`src/rtl/uc_multicycle_if.sv`:
```
// Memory handshake bundle between the multicycle control unit and instruction/data memory.
// A request is held high until the matching ack; an ack seen without a request is ignored.
interface uc_multicycle_if;
   logic i_mem_req;
   logic i_mem_ack;
   logic d_mem_req;
   logic d_mem_ack;
   logic d_mem_we;

   modport master (
      output i_mem_req, d_mem_req, d_mem_we,
      input  i_mem_ack, d_mem_ack
   );

   modport slave (
      input  i_mem_req, d_mem_req, d_mem_we,
      output i_mem_ack, d_mem_ack
   );
endinterface

```
`src/rtl/uc_multicycle.sv`:
```
// Multicycle control unit for an RV32I core: sequences fetch/decode/execute/memory/write-back.
// Optional macro UC_TRAP_EN adds the TRAP state (illegal instruction, memory timeout).
module uc_multicycle #(
   parameter int INSTRET_W   = 32,
   parameter int MEM_TIMEOUT = 255
) (
   input  logic                 clk,
   input  logic                 rst_n,
   uc_multicycle_if.master      mem,
   input  logic [31:0]          instr,
   input  logic [3:0]           alu_flags,
   output logic                 ir_we,
   output logic                 pc_we,
   output logic [1:0]           pc_src,
   output logic                 rf_we,
   output logic [1:0]           rf_src,
   output logic                 alu_src_a,
   output logic                 alu_src_b,
   output logic [3:0]           alu_cmd,
   output logic [2:0]           imm_sel,
   output logic [INSTRET_W-1:0] instret,
   output logic                 trap,
   output logic [1:0]           trap_cause,
   output logic [3:0]           dbg_state
);

   localparam logic [6:0] OPC_LUI    = 7'b0110111;
   localparam logic [6:0] OPC_AUIPC  = 7'b0010111;
   localparam logic [6:0] OPC_JAL    = 7'b1101111;
   localparam logic [6:0] OPC_JALR   = 7'b1100111;
   localparam logic [6:0] OPC_BRANCH = 7'b1100011;
   localparam logic [6:0] OPC_LOAD   = 7'b0000011;
   localparam logic [6:0] OPC_STORE  = 7'b0100011;
   localparam logic [6:0] OPC_OPIMM  = 7'b0010011;
   localparam logic [6:0] OPC_OP     = 7'b0110011;

   typedef enum logic [3:0] {
      S_FETCH, S_DECODE, S_EX_ALU, S_EX_ADDR, S_MEM_RD, S_MEM_WR,
      S_EX_BR, S_EX_JAL, S_EX_JALR, S_EX_U, S_WB, S_TRAP
   } state_e;

   state_e                 state_q, state_d;
   logic [INSTRET_W-1:0]   instret_q, instret_d;
   logic [6:0]             opcode;
   logic [2:0]             funct3;
   logic                   funct7_5;
   logic                   br_taken;
   logic [3:0]             op_alu_cmd;
   logic                   illegal;
   logic                   mem_wait;
   logic                   unused_bits;

   assign opcode    = instr[6:0];
   assign funct3    = instr[14:12];
   assign funct7_5  = instr[30];
   assign instret   = instret_q;
   assign dbg_state = state_q;

   // Flags come from rs1 - rs2 computed in EX_BR; C=1 means no borrow (rs1 >= rs2 unsigned).
   always_comb begin
      case (funct3)
         3'b000:  br_taken = alu_flags[0];
         3'b001:  br_taken = ~alu_flags[0];
         3'b100:  br_taken = alu_flags[1] ^ alu_flags[2];
         3'b101:  br_taken = ~(alu_flags[1] ^ alu_flags[2]);
         3'b110:  br_taken = ~alu_flags[3];
         3'b111:  br_taken = alu_flags[3];
         default: br_taken = 1'b0;
      endcase
   end

   // funct7[5] means sub only for R-type; for right shifts it means arithmetic in both forms.
   always_comb begin
      case (funct3)
         3'b000:  op_alu_cmd = (opcode == OPC_OP && funct7_5) ? 4'd1 : 4'd0;
         3'b001:  op_alu_cmd = 4'd2;
         3'b010:  op_alu_cmd = 4'd3;
         3'b011:  op_alu_cmd = 4'd4;
         3'b100:  op_alu_cmd = 4'd5;
         3'b101:  op_alu_cmd = funct7_5 ? 4'd7 : 4'd6;
         3'b110:  op_alu_cmd = 4'd8;
         default: op_alu_cmd = 4'd9;
      endcase
   end

`ifdef UC_TRAP_EN
   localparam int CNT_W = (MEM_TIMEOUT < 2) ? 1 : $clog2(MEM_TIMEOUT + 1);
   logic [CNT_W-1:0] wait_q, wait_d;
   logic [1:0]       cause_q, cause_d;
   logic             timeout_hit;

   assign timeout_hit = (MEM_TIMEOUT != 0) && (wait_q == CNT_W'(MEM_TIMEOUT - 1));
   assign trap        = (state_q == S_TRAP);
   assign trap_cause  = cause_q;
   assign unused_bits = ^{instr[31], instr[29:15], instr[11:7]};
`else
   assign trap        = 1'b0;
   assign trap_cause  = 2'b00;
   assign unused_bits = ^{instr[31], instr[29:15], instr[11:7], (MEM_TIMEOUT != 0)};
`endif

   always_comb begin
      state_d       = state_q;
      instret_d     = instret_q;
      mem.i_mem_req = 1'b0;
      mem.d_mem_req = 1'b0;
      mem.d_mem_we  = 1'b0;
      ir_we         = 1'b0;
      pc_we         = 1'b0;
      pc_src        = 2'd0;
      rf_we         = 1'b0;
      rf_src        = 2'd0;
      alu_src_a     = 1'b0;
      alu_src_b     = 1'b0;
      alu_cmd       = 4'd0;
      imm_sel       = 3'd0;
      illegal       = 1'b0;
      mem_wait      = 1'b0;
`ifdef UC_TRAP_EN
      wait_d        = '0;
      cause_d       = cause_q;
`endif
      // While reset is held every output stays at its idle value, so requests drop at once.
      if (rst_n) begin
         case (state_q)
            S_FETCH: begin
               mem.i_mem_req = 1'b1;
               if (mem.i_mem_ack) begin
                  ir_we   = 1'b1;
                  state_d = S_DECODE;
               end else begin
                  mem_wait = 1'b1;
               end
            end
            S_DECODE: begin
               case (opcode)
                  OPC_OP, OPC_OPIMM:   state_d = S_EX_ALU;
                  OPC_LOAD, OPC_STORE: state_d = S_EX_ADDR;
                  OPC_BRANCH:          if (funct3[2:1] == 2'b01) illegal = 1'b1;
                                       else state_d = S_EX_BR;
                  OPC_JAL:             state_d = S_EX_JAL;
                  OPC_JALR:            state_d = S_EX_JALR;
                  OPC_LUI, OPC_AUIPC:  state_d = S_EX_U;
                  default:             illegal = 1'b1;
               endcase
            end
            S_EX_ALU: begin
               alu_cmd   = op_alu_cmd;
               alu_src_b = (opcode == OPC_OPIMM);
               state_d   = S_WB;
            end
            S_EX_ADDR: begin
               alu_src_b = 1'b1;
               imm_sel   = (opcode == OPC_STORE) ? 3'd1 : 3'd0;
               state_d   = (opcode == OPC_STORE) ? S_MEM_WR : S_MEM_RD;
            end
            S_MEM_RD: begin
               mem.d_mem_req = 1'b1;
               rf_src        = 2'd1;
               if (mem.d_mem_ack) state_d = S_WB;
               else mem_wait = 1'b1;
            end
            S_MEM_WR: begin
               mem.d_mem_req = 1'b1;
               mem.d_mem_we  = 1'b1;
               if (mem.d_mem_ack) begin
                  pc_we   = 1'b1;
                  state_d = S_FETCH;
               end else begin
                  mem_wait = 1'b1;
               end
            end
            S_EX_BR: begin
               alu_cmd = 4'd1;
               imm_sel = 3'd2;
               pc_we   = 1'b1;
               pc_src  = br_taken ? 2'd1 : 2'd0;
               state_d = S_FETCH;
            end
            S_EX_JAL: begin
               imm_sel = 3'd4;
               pc_we   = 1'b1;
               pc_src  = 2'd1;
               rf_we   = 1'b1;
               rf_src  = 2'd2;
               state_d = S_FETCH;
            end
            S_EX_JALR: begin
               alu_src_b = 1'b1;
               pc_we     = 1'b1;
               pc_src    = 2'd2;
               rf_we     = 1'b1;
               rf_src    = 2'd2;
               state_d   = S_FETCH;
            end
            S_EX_U: begin
               imm_sel = 3'd3;
               if (opcode == OPC_LUI) begin
                  rf_src = 2'd3;
               end else begin
                  alu_src_a = 1'b1;
                  alu_src_b = 1'b1;
               end
               state_d = S_WB;
            end
            S_WB: begin
               pc_we   = 1'b1;
               rf_we   = (opcode == OPC_OP) || (opcode == OPC_OPIMM) || (opcode == OPC_LOAD) ||
                         (opcode == OPC_LUI) || (opcode == OPC_AUIPC);
               rf_src  = (opcode == OPC_LOAD) ? 2'd1 : (opcode == OPC_LUI) ? 2'd3 : 2'd0;
               state_d = S_FETCH;
            end
            default: state_d = state_q;
         endcase
      end

`ifdef UC_TRAP_EN
      if (illegal) begin
         state_d = S_TRAP;
         cause_d = 2'd1;
      end
      if (mem_wait) begin
         wait_d = wait_q + CNT_W'(1);
         if (timeout_hit) begin
            state_d = S_TRAP;
            cause_d = (state_q == S_FETCH) ? 2'd2 : 2'd3;
         end
      end
`else
      if (illegal) state_d = S_WB;
`endif

      // pc_we is only ever raised in the final cycle of an instruction.
      if (pc_we) instret_d = instret_q + INSTRET_W'(1);
   end

   always_ff @(posedge clk or negedge rst_n) begin
      if (!rst_n) begin
         state_q   <= S_FETCH;
         instret_q <= '0;
      end else begin
         state_q   <= state_d;
         instret_q <= instret_d;
      end
   end

`ifdef UC_TRAP_EN
   always_ff @(posedge clk or negedge rst_n) begin
      if (!rst_n) begin
         wait_q  <= '0;
         cause_q <= 2'd0;
      end else begin
         wait_q  <= wait_d;
         cause_q <= cause_d;
      end
   end
`endif

endmodule

```
`src/flat_wrapper.sv`:
```
// flat-port wrapper written by rule: the top's interface ports become plain ports
module uc_multicycle_flat 
#(
   parameter int INSTRET_W   = 32,
   parameter int MEM_TIMEOUT = 255
)
  (clk, rst_n, instr, alu_flags, ir_we, pc_we, pc_src, rf_we, rf_src, alu_src_a, alu_src_b, alu_cmd, imm_sel, instret, trap, trap_cause, dbg_state, mem_i_mem_req, mem_d_mem_req, mem_d_mem_we, mem_i_mem_ack, mem_d_mem_ack);
  uc_multicycle_if mem_i ();
  input  logic clk;
  input  logic rst_n;
  input  logic [31:0] instr;
  input  logic [3:0] alu_flags;
  output logic ir_we;
  output logic pc_we;
  output logic [1:0] pc_src;
  output logic rf_we;
  output logic [1:0] rf_src;
  output logic alu_src_a;
  output logic alu_src_b;
  output logic [3:0] alu_cmd;
  output logic [2:0] imm_sel;
  output logic [INSTRET_W-1:0] instret;
  output logic trap;
  output logic [1:0] trap_cause;
  output logic [3:0] dbg_state;
  output wire logic [$bits(mem_i.i_mem_req)-1:0] mem_i_mem_req;
  output wire logic [$bits(mem_i.d_mem_req)-1:0] mem_d_mem_req;
  output wire logic [$bits(mem_i.d_mem_we)-1:0] mem_d_mem_we;
  input wire logic [$bits(mem_i.i_mem_ack)-1:0] mem_i_mem_ack;
  input wire logic [$bits(mem_i.d_mem_ack)-1:0] mem_d_mem_ack;
  assign mem_i_mem_req = mem_i.i_mem_req;
  assign mem_d_mem_req = mem_i.d_mem_req;
  assign mem_d_mem_we = mem_i.d_mem_we;
  assign mem_i.i_mem_ack = mem_i_mem_ack;
  assign mem_i.d_mem_ack = mem_d_mem_ack;
  uc_multicycle #(.INSTRET_W(INSTRET_W), .MEM_TIMEOUT(MEM_TIMEOUT)) u_core (.clk(clk), .rst_n(rst_n), .mem(mem_i), .instr(instr), .alu_flags(alu_flags), .ir_we(ir_we), .pc_we(pc_we), .pc_src(pc_src), .rf_we(rf_we), .rf_src(rf_src), .alu_src_a(alu_src_a), .alu_src_b(alu_src_b), .alu_cmd(alu_cmd), .imm_sel(imm_sel), .instret(instret), .trap(trap), .trap_cause(trap_cause), .dbg_state(dbg_state));
endmodule
```
`config.mk`:
```
export PLATFORM = sky130hd
export DESIGN_NAME = uc_multicycle_flat
export DESIGN_NICKNAME = d
export VERILOG_FILES = /design/src/rtl/uc_multicycle_if.sv /design/src/rtl/uc_multicycle.sv /design/src/flat_wrapper.sv
export SDC_FILE = /design/constraint.sdc
export NUM_CORES = 1
export LEC_CHECK = 0
export BUFFER_PORTS_ARGS = -buffer_cell sky130_fd_sc_hd__buf_2
export CAP_MARGIN = 25
export CORE_UTILIZATION = 45
export CTS_CLUSTER_DIAMETER = 200
export DETAILED_ROUTE_END_ITERATION = 8
export HOLD_SLACK_MARGIN = 0.06
export PLACE_DENSITY = 0.74
export SLEW_MARGIN = 10
export SYNTH_ARGS = -nofsm -noshare
export SYNTH_HDL_FRONTEND = slang
export SYNTH_SLANG_ARGS = --single-unit
```
`constraint.sdc`:
```
create_clock -name clk -period 3.3 [get_ports clk]
set_clock_uncertainty 0.15 [all_clocks]
set_input_delay 0.165 -clock clk [delete_from_list [all_inputs] [get_ports clk]]
set_output_delay 0.165 -clock clk [all_outputs]
set_load 0.01 [all_outputs]
```
==> results.md <==
- Yosys warns: 0
- Post-CTS setup buffer count: 0
- DP Worst Slack: 0.9292 ns
- Worst Hold Class: in2reg
- DRT antenna net count: 0
- WL final: 5486 um
- Die H: 76.27 um
- Share of power burned in registers: 38.7%
- Via density: 5.418
- Via count: 2205
- Die footprint: 0.005817 mm2
- Pre-antenna DRT Iters: 4
- Clock Latency Late Sink: 0.29 ns
- Die Span X: 76.27 um
- Starting Density: 47.69%
- PnR worst setup slack: 0.9073 ns
- Slowest-stage cell, CP: dfrtp_1
- Std cell rows: 26
- Finish-stage setup viols: 0
- Met3 wire len: 301 um
- Root Buffer: clkbuf_8
- Pin count of the biggest net entering global routing: 33
- Crit Path Class: reg2reg
- ANT cells: 0
- Main flop type after synthesis: dfrtp_1
- Fraction of registers with async set/reset: 100.0%
- Worst EP arrival: 2.45 ns
- Distinct cells, synth: 59
- CP required: 3.36 ns
- DRT iter0 DRCs: 84
- Post-synth top area cell: dfrtp_1
- Vias in the first global route: 2051
- Post-Place Cells: 398
- Core ar.: 0.005205 mm2
- Pint: 1.023 mW
- Top layer in use: met4
- Slew Limit Fails: 0
- Met2 WL: 2526 um
- Net Sw Frac: 36.71%
- First-pass GRT wire length: 9591 um
- Total GRT Usage: 20.43%
- IR drop worst, VDD: 388.5 uV
- Outcome: completed
- Top cells by area, synth: dfrtp_1 (36%), xor2_1 (7.4%), nor3_2 (4.8%)
- Max incr delay on CP: 0.65 ns
- WL per Instance: 13.48 um
- Placer Congestion: 0.8687
- Dpl hpwl: 4018 um
- Clk pwr share: 26.1%
- Crit Path Max Fanout: 17
- Critical path cell sequence: nand2b_1 -> o22ai_2 -> nand4_2 -> nor4_2 -> xor2_1
- Initial antenna violation count: 0
- Net Sw Power: 0.5933 mW
- Max_cap viols: 0
- Layout Cells excl Fill: 407
- Input/output buffers: 73
- Post-route DRC: 0
- Comb pwr share: 35.2%
- Tmin final: 2.393 ns
- I/O pin count: 98
- Sinks on the clock net: 36
- Top-area cell type share of the netlist area: 36.29%
- Layout cell share with drive strength beyond 1: 32.34%
- Clk slew on worst S/H paths: 0.07 ns
- Num CTS Buffers: 5
- Achievable frequency: 417.9 MHz
- Post-synth EDFFs: 0
- Syn_area_per_cell: 9.297 um2
- Total gr overflow: 0
- Mapped Area: 0.002482 mm2
- Setup total negative slack: 0 ns
- Sequential share of the synthesized area: 36.29%
- Max-slew headroom: 60.38%
- H-tree depth: 2
- Crit. End Element: flop
- RSZ-0062 raised after global routing: false
- Cells after Synth: 267
- Tcrit/Tclk final: 72.51%
- Nets: 377
- Crit path launch type: flop
- Syn-to-layout area delta: 20.06%
- Post-route met1 wirelength: 2575 um
- Least-Margin Pin Slew: 0.5943 ns
- Synth Register Bits: 36
- Leak Pwr: 1.541 nW
- CTS tree: yes
- Maximum buffer depth of the clock tree: 2
- Final Hold Viols: 0
- P per Cell Area: 542.2 mW/mm2
-- final cells by class --
| cell class | count | area, um2 |
|---|---|---|
| well taps | 70 | 87.58 |
| multi-input cells | 211 | 1456 |
| flip-flops and latches | 36 | 900.9 |
| repair buffers | 75 | 382.9 |
| fillers | 482 | 2225 |
| clock buffers | 7 | 96.34 |
| clock inverters | 1 | 30.03 |
| inverters | 7 | 26.28 |
-- critical path: cells and delay by family, from the launching register on --
family	cells	cell delay (ns)
simple gates	3	1.06
flops	1	0.65
compound gates	1	0.29
xor+xnor	1	0.18
-- per-layer routing --
layer | track usage [%] | vias up
met3 | 5.509 | 11
met5 | 0 | -
met1 | 25.25 | 1040
li1 | - | 1085
met4 | 6.731 | 0
met2 | 34.41 | 69
-- synth_stat cells (all sizes together) (2+ instances only) --
cell,n
xnor2,13
nand3,11
o22ai,4
a21oi,10
a41oi,2
xor2,21
o31a,2
or4,2
and2,3
dfrtp,36
nor4,3
nand2b,9
and4,4
clkbuf,5
o32ai,2
and4b,2
buf,10
and3b,3
and3,6
nor2,29
nand4,8
o21a,2
o21bai,3
mux2i,2
nor2b,8
nor3,16
mux2,2
o21ai,3
a31oi,2
nand2,20
inv,7
-- flip-flops by register name, indices dropped and copies added (netlist names) --
name and count:
u_core.instret 32, u_core.dbg_state 4
-- what timing repair did --
action                                  CTS  global route
endpoints found under the hold margin    15             0
endpoints found under the setup margin    0             0
hold buffers                              1             0
resized for setup                         0             0
-- layout by cell type, fill, tap and decap left out, drive strengths merged, types with 4 or more instances in the layout --
| cell | n |
|---|---|
| nor2 | 29 |
| and3 | 6 |
| nor2b | 8 |
| nand3 | 11 |
| a21oi | 10 |
| nand4 | 8 |
| inv | 7 |
| xnor2 | 13 |
| nand2b | 9 |
| o22ai | 4 |
| xor2 | 21 |
| nor3 | 16 |
| dfrtp | 36 |
| nand2 | 20 |
| buf | 74 |
| clkbuf | 7 |
| and4 | 4 |
-- power by group through the flow --
stage               clock [mW]  sequential [mW]  combinational (mW)
floorplan                    0            0.571               0.476
global placement             0            0.628               0.555
detailed placement           0            0.631               0.567
CTS                      0.432            0.621               0.572
global route             0.453            0.641               0.631
finish                   0.422            0.625               0.569
-- final timing paths --
| kind | depth (start not counted) | endpoint | slack (ns) | start |
|---|---|---|---|---|
| worst max-delay path | 5 | u_core.instret[31] | 0.91 | u_core.dbg_state[3] |
| worst min-delay path | 3 | u_core.dbg_state[0] | 0.20 | instr[0] |
| worst max register to register | 5 | u_core.instret[31] | 0.91 | u_core.dbg_state[3] |
| worst min register to register | 1 | u_core.instret[31] | 0.32 | u_core.instret[31] |
| max in group asynchronous | 3 | u_core.instret[31] | 2.03 | rst_n |
| min in group asynchronous | 2 | u_core.dbg_state[0] | 0.28 | rst_n |
-- cells by family after synthesis --
logic type / count (synthesis) / share of synthesized area (%)
and+or+nand+nor: 130 / 32.26
AOI/OAI and AO/OA: 38 / 11.34
DFF: 36 / 36.29
xor gates and xnor gates: 34 / 12.00
buffers and inverters: 22 / 5.343
muxes: 4 / 1.714
adders and majority gates: 2 / 0.9072
other: 1 / 0.1511
-- per-stage QoR --
stage	util [%]	hold WS (ns)	power [mW]	area, um2
4_1_cts	57.26	0.1879	1.624	2980
6_report	57.26	0.2035	1.616	2980
3_3_place_gp	54.64	0.03944	1.183	2844
5_1_grt	57.26	0.2133	1.725	2980
2_1_floorplan	-	-0.2806	1.047	2490
3_5_place_dp	54.64	0.04236	1.198	2844
Power figures use the tool's default switching activity.
